--- config.mk ---
export PLATFORM = sky130hd
export DESIGN_NAME = seq_scan_ctrl
export DESIGN_NICKNAME = d
export VERILOG_FILES = /design/src/rtl/seq_scan_pkg.sv /design/src/rtl/seq_pat_det.sv /design/src/rtl/seq_scan_ctrl.sv
export SDC_FILE = /design/constraint.sdc
export NUM_CORES = 1
export LEC_CHECK = 0
export BUFFER_PORTS_ARGS = -buffer_cell sky130_fd_sc_hd__buf_2
export CORE_MARGIN = 4
export CORE_UTILIZATION = 31
export CTS_CLUSTER_SIZE = 28
export DETAILED_ROUTE_END_ITERATION = 12
export PLACE_DENSITY = 0.55
export SLEW_MARGIN = 20
export SYNTH_ARGS = -nofsm -noshare
export SYNTH_HDL_FRONTEND = slang
export SYNTH_HIERARCHICAL = 1
export SYNTH_SLANG_ARGS = --single-unit
--- constraint.sdc ---
create_clock -name clk -period 1.5 [get_ports clk]
set_clock_uncertainty 0.15 [all_clocks]
set_input_delay 0.3 -clock clk [delete_from_list [all_inputs] [get_ports clk]]
set_output_delay 0.3 -clock clk [all_outputs]
set_load 0.02 [all_outputs]
--- src/rtl/seq_scan_pkg.sv ---
// seq_scan_pkg: shared state encoding and default pattern for the serial scan controller.
package seq_scan_pkg;
  typedef enum logic [1:0] {IDLE, SHIFT, FLUSH, DONE} state_t;
  localparam int DEF_PAT_W = 5;
  localparam logic [DEF_PAT_W-1:0] DEF_PATTERN = 5'b10110;
endpackage

--- src/rtl/seq_pat_det.sv ---
// seq_pat_det: programmable Moore pattern detector with fill tracking.
// Ports: clk, rst (sync, active high), en (sample in_seq this edge), in_seq (serial bit),
//        overlap_en (1 = overlapping hits), clr (sync clear of window/fill/output),
//        det_out (registered, high the cycle after the completing bit is sampled).
module seq_pat_det import seq_scan_pkg::*; #(
  parameter int PAT_W = DEF_PAT_W,
  parameter logic [PAT_W-1:0] PATTERN = PAT_W'(DEF_PATTERN)
) (
  input  logic clk,
  input  logic rst,
  input  logic en,
  input  logic in_seq,
  input  logic overlap_en,
  input  logic clr,
  output logic det_out
);
  localparam int FILL_W = $clog2(PAT_W + 1);
  logic [PAT_W-1:0] win, win_nx;
  logic [FILL_W-1:0] fill, fill_nx;
  logic hit_nx;
  always_comb begin
    win_nx = {win[PAT_W-2:0], in_seq};
    fill_nx = fill == FILL_W'(PAT_W) ? fill : fill + 1'b1;
    hit_nx = win_nx == PATTERN && fill_nx == FILL_W'(PAT_W);
  end
  // A hit is decided on the incoming window so det_out lands exactly one cycle after the bit.
  always_ff @(posedge clk)
    if (rst || clr) begin
      win <= '0;
      fill <= '0;
      det_out <= 1'b0;
    end else if (en) begin
      win <= win_nx;
      fill <= hit_nx && !overlap_en ? '0 : fill_nx;
      det_out <= hit_nx;
    end else
      det_out <= 1'b0;
endmodule

--- src/rtl/seq_scan_ctrl.sv ---
// seq_scan_ctrl: serialises a word MSB-first into a Moore pattern detector and counts hits.
// Ports: clk, rst (sync, active high), start, data_in[DATA_W], overlap_en -> ser_out, busy,
//        done (1-cycle pulse), det_pulse, det_count[CNT_W] (saturating, held until next start).
// Optional macro SEQ_SCAN_FIRST_POS_EN adds first_pos[$clog2(DATA_W)] and first_vld.
module seq_scan_ctrl import seq_scan_pkg::*; #(
  parameter int DATA_W = 16,
  parameter int PAT_W = DEF_PAT_W,
  parameter logic [PAT_W-1:0] PATTERN = PAT_W'(DEF_PATTERN),
  parameter int CNT_W = 8
) (
  input  logic clk,
  input  logic rst,
  input  logic start,
  input  logic [DATA_W-1:0] data_in,
  input  logic overlap_en,
  output logic ser_out,
  output logic busy,
  output logic done,
  output logic det_pulse,
  output logic [CNT_W-1:0] det_count
`ifdef SEQ_SCAN_FIRST_POS_EN
  ,
  output logic [$clog2(DATA_W)-1:0] first_pos,
  output logic first_vld
`endif
);
  localparam int IDX_W = $clog2(DATA_W);
  state_t state;
  logic [DATA_W-1:0] sh;
  logic [IDX_W-1:0] idx;
  logic ov, clr;
  assign clr = state == IDLE && start;
  seq_pat_det #(.PAT_W(PAT_W), .PATTERN(PATTERN)) u_det (
    .clk(clk), .rst(rst), .en(state == SHIFT), .in_seq(ser_out),
    .overlap_en(ov), .clr(clr), .det_out(det_pulse)
  );
  // ser_out is registered: the MSB is loaded on acceptance so bit k is on the wire in SHIFT cycle k.
  always_ff @(posedge clk)
    if (rst) begin
      state <= IDLE;
      sh <= '0;
      idx <= '0;
      ov <= 1'b0;
      ser_out <= 1'b0;
      busy <= 1'b0;
      done <= 1'b0;
      det_count <= '0;
    end else begin
      done <= 1'b0;
      if (det_pulse && det_count != '1) det_count <= det_count + 1'b1;
      case (state)
        IDLE: if (start) begin
          state <= SHIFT;
          sh <= {data_in[DATA_W-2:0], 1'b0};
          ser_out <= data_in[DATA_W-1];
          idx <= '0;
          ov <= overlap_en;
          busy <= 1'b1;
          det_count <= '0;
        end
        SHIFT: if (idx == IDX_W'(DATA_W - 1)) begin
          state <= FLUSH;
          ser_out <= 1'b0;
        end else begin
          ser_out <= sh[DATA_W-1];
          sh <= sh << 1;
          idx <= idx + 1'b1;
        end
        FLUSH: begin
          state <= DONE;
          busy <= 1'b0;
          done <= 1'b1;
        end
        default: state <= IDLE;
      endcase
    end
`ifdef SEQ_SCAN_FIRST_POS_EN
  // det_pulse trails the sampled bit by one cycle, so remember the index that was just sampled.
  logic [IDX_W-1:0] prev_idx;
  always_ff @(posedge clk)
    if (rst) begin
      prev_idx <= '0;
      first_pos <= '0;
      first_vld <= 1'b0;
    end else begin
      if (state == SHIFT) prev_idx <= idx;
      if (clr) begin
        first_pos <= '0;
        first_vld <= 1'b0;
      end else if (det_pulse && !first_vld) begin
        first_pos <= prev_idx;
        first_vld <= 1'b1;
      end
    end
`endif
endmodule
==> qor.yml <==
status:
  status: "finished, violations left"
  failed_checks: "setup timing"
power:
  seq_power_share_pct: 29.5
  peakVddDrop_uv: 888
  clkPwrFrac_pct: 15.1
  power_frac_comb_pct: 55.4
  p_leak_nw: 1.26
  internal_power_w: 0.00341
  p_per_area_nw_per_um2: 1640
  p_sw_w: 0.00188
  p_sw_share_pct: 35.5
setup_path:
  cp.arrival_ps: 1680
  worst_ep_required_time_ps: 1530
  cp-start-kind: "flip-flop"
  criticalPathCategory: "flip-flop to flip-flop"
  path_max_fanout: 7
  critPathCaptureType: "flip-flop"
  r2r_slack_ps: -160
sta:
  worst_slew_pin_slew_ps: 313
  maxSlewViolCount: 0
  hold_viol_final: 0
  fmax_mhz: 603
  timing.final.crit_period_ps: 1660
  rsz0062_at_grt: "true"
  slew_headroom_pct: 79.2
  worst_slack_ps: -158
  post-route-period-util_pct: 111
  setup_viol: 21
global_route:
  grt_pass1_vias: 1982
  grt_pass1_wl_um: 8980
  antenna_found_initial: 0
  grt_usage_pct: 14.3
  grt_max_degree: 15
  globalRouteOverflowTotal: 0
final_layout:
  multi_input_area_sq_um: 1470
  seq_area_sq_um: 833
  nNetsFinal: 329
  drive_gt1_share_pct: 57.1
  antennaDiodeCount: 0
  fill_cells: 583
  area_growth_pct: 60.7
  layout.cells.non_filler: 380
synthesis:
  netlist.area_leader.share_pct: 41.0
  synth.distinct_cells: 43
  synth_nets: 243
  async_reset_ff_share_pct: 0
  yosys.area.top_type: "dfxtp_1"
  syn_inst: 216
  yosys_register_bits: 41
  yosys_warnings: 6
  ys_seq_area_share_pct: 41.0
  yosysMostFrequentCell: "dfxtp_1"
  synth.avg_cell_area_sq_um: 9.26
  synth_edf_count: 0
  yosys-top-cells-count: "41 x dfxtp_1, 28 x a21oi_1, 23 x mux2i_1, 17 x a211oi_1, 16 x nand2_1"
  syn_area_sq_um: 2000
  synthFlopType: "dfxtp_1"
  synth_area_leaders: "dfxtp_1 41%, mux2i_1 12%, a21oi_1 7.0%"
detailed_routing:
  wl_per_cell_um: 14.1
  dr_total_vias: 1932
  drc: 0
  drt-total-wl_um: 5380
  firstDrtPassIters: 4
  drt_iter0_markers: 25
  antenna_left: 0
  vias_per_cell: 5.08
placed_design:
  dp_hpwl_um: 3560
  dp.cells: 355
  gp_congestion: 0.865
  io_buffers: 31
  place_ws_ps: -191
clock_network:
  clock_latency_ps: 290
  ctsLongestPathBuffers: 2
  cts_hold_buf: 0
  cts.sinks: 41
  path_clk_slew_ps: 80
  cts_root_buf: "clkbuf_8"
  htree_levels: 2
  cts_tree: "built"
  numCtsBuffers: 5
die:
  die_h_um: 88.3
  fp.dieW_um: 88.3
  initial_core_util_pct: 31.7
  num_io_pins: 32
  coreArea_sq_um: 6310
  dieArea_sq_um: 7800
  row_count: 29
job:
  cap_violations: 0
hold_path:
  hold_class: "input pin to flip-flop"
through the flow:
| step | utilization, % | total power, W | hold slack, ps | TNS (ps) | instance area (sq um) |
|---|---|---|---|---|---|
| CTS | 46.7 | 0.00488 | 90.7 | -1710 | 2950 |
| finish | 50.9 | 0.00528 | 104 | -2080 | 3210 |
| global route | 50.9 | 0.00560 | 110 | -3590 | 3210 |
| floorplan | - | 0.00289 | 286 | -1210 | 2130 |
| detailed placement | 41.4 | 0.00350 | 323 | -3110 | 2610 |
| global placement | 41.4 | 0.00348 | 306 | -2600 | 2610 |
registers in the layout, indices dropped and copies added, names as in the netlist:
signal,count
busy,1
state,2
done,1
idx,4
u_det/fill,3
sh,15
ser_out,1
u_det/win,4
u_det/det_out,1
det_count,8
ov,1
placed cells by master, fill, tap and decap left out, types with 5 or more instances in the layout:
| cell type | instances |
|---|---|
| a21oi_4 | 9 |
| a211oi_2 | 11 |
| buf_4 | 40 |
| buf_2 | 31 |
| nand2_1 | 10 |
| mux2i_1 | 23 |
| buf_6 | 17 |
| dfxtp_1 | 35 |
| nor2_1 | 5 |
| nand4_1 | 7 |
| a21oi_2 | 9 |
| a211oi_1 | 6 |
| clkbuf_8 | 7 |
| nand2_2 | 6 |
| a21oi_1 | 10 |
final timing paths:
path | startpoint | cells past startpoint | end
worst max register to register | state[1] | 7 | sh[12]
worst max-delay path | state[1] | 7 | sh[12]
worst min register to register | sh[1] | 2 | sh[1]
worst min-delay path | data_in[0] | 3 | sh[1]
power by group through the flow:
stage               registers (W)  clock network (W)  logic, W
floorplan                 0.00153                  0   0.00136
global placement          0.00151                  0   0.00197
detailed placement        0.00152                  0   0.00198
CTS                       0.00151           0.000833   0.00253
global route              0.00158           0.000865   0.00315
finish                    0.00156           0.000797   0.00293
critical path: stages (launching register included):
cell,delay (ps)
dfxtp_2,360
inv_4,50
ha_4,190
buf_6,120
mux2_4,330
buf_12,160
a21oi_2,130
a211oi_1,60
layout make-up:
cell class	instances	share of cell area, %
clock buffer	7	3.00
clock inverter	1	0.156
inverter	7	0.973
multi-input combinational	157	45.6
sequential	41	25.9
tap	77	3.00
timing repair buffer	90	21.4
kinds of logic (layout without fill, tap and decap cells):
logic type                 after synthesis  after routing  share of synthesized area, %
AOI/OAI and AO/OA                       63             63                          19.5
adders and majority gates                7              7                          4.38
buffers and inverters                   19            105                          4.82
DFF                                     41             41                          41.0
muxes                                   25             26                          12.8
and+or+nand+nor                         61             61                          17.5
per-layer routing:
layer	global-route usage, %	vias to the layer above	wire (um)
met4	4.26	0	50
li1	-	987	-
met2	24.7	30	2710
met3	3.26	6	230
met5	0	-	0
met1	17.7	909	2380
what timing repair did:
action	CTS	global route
pin swaps	18	20
gates cloned	2	0
endpoints found under the setup margin	33	40
resized for setup	35	52
setup buffers	12	7
Power figures use the tool's default switching activity.
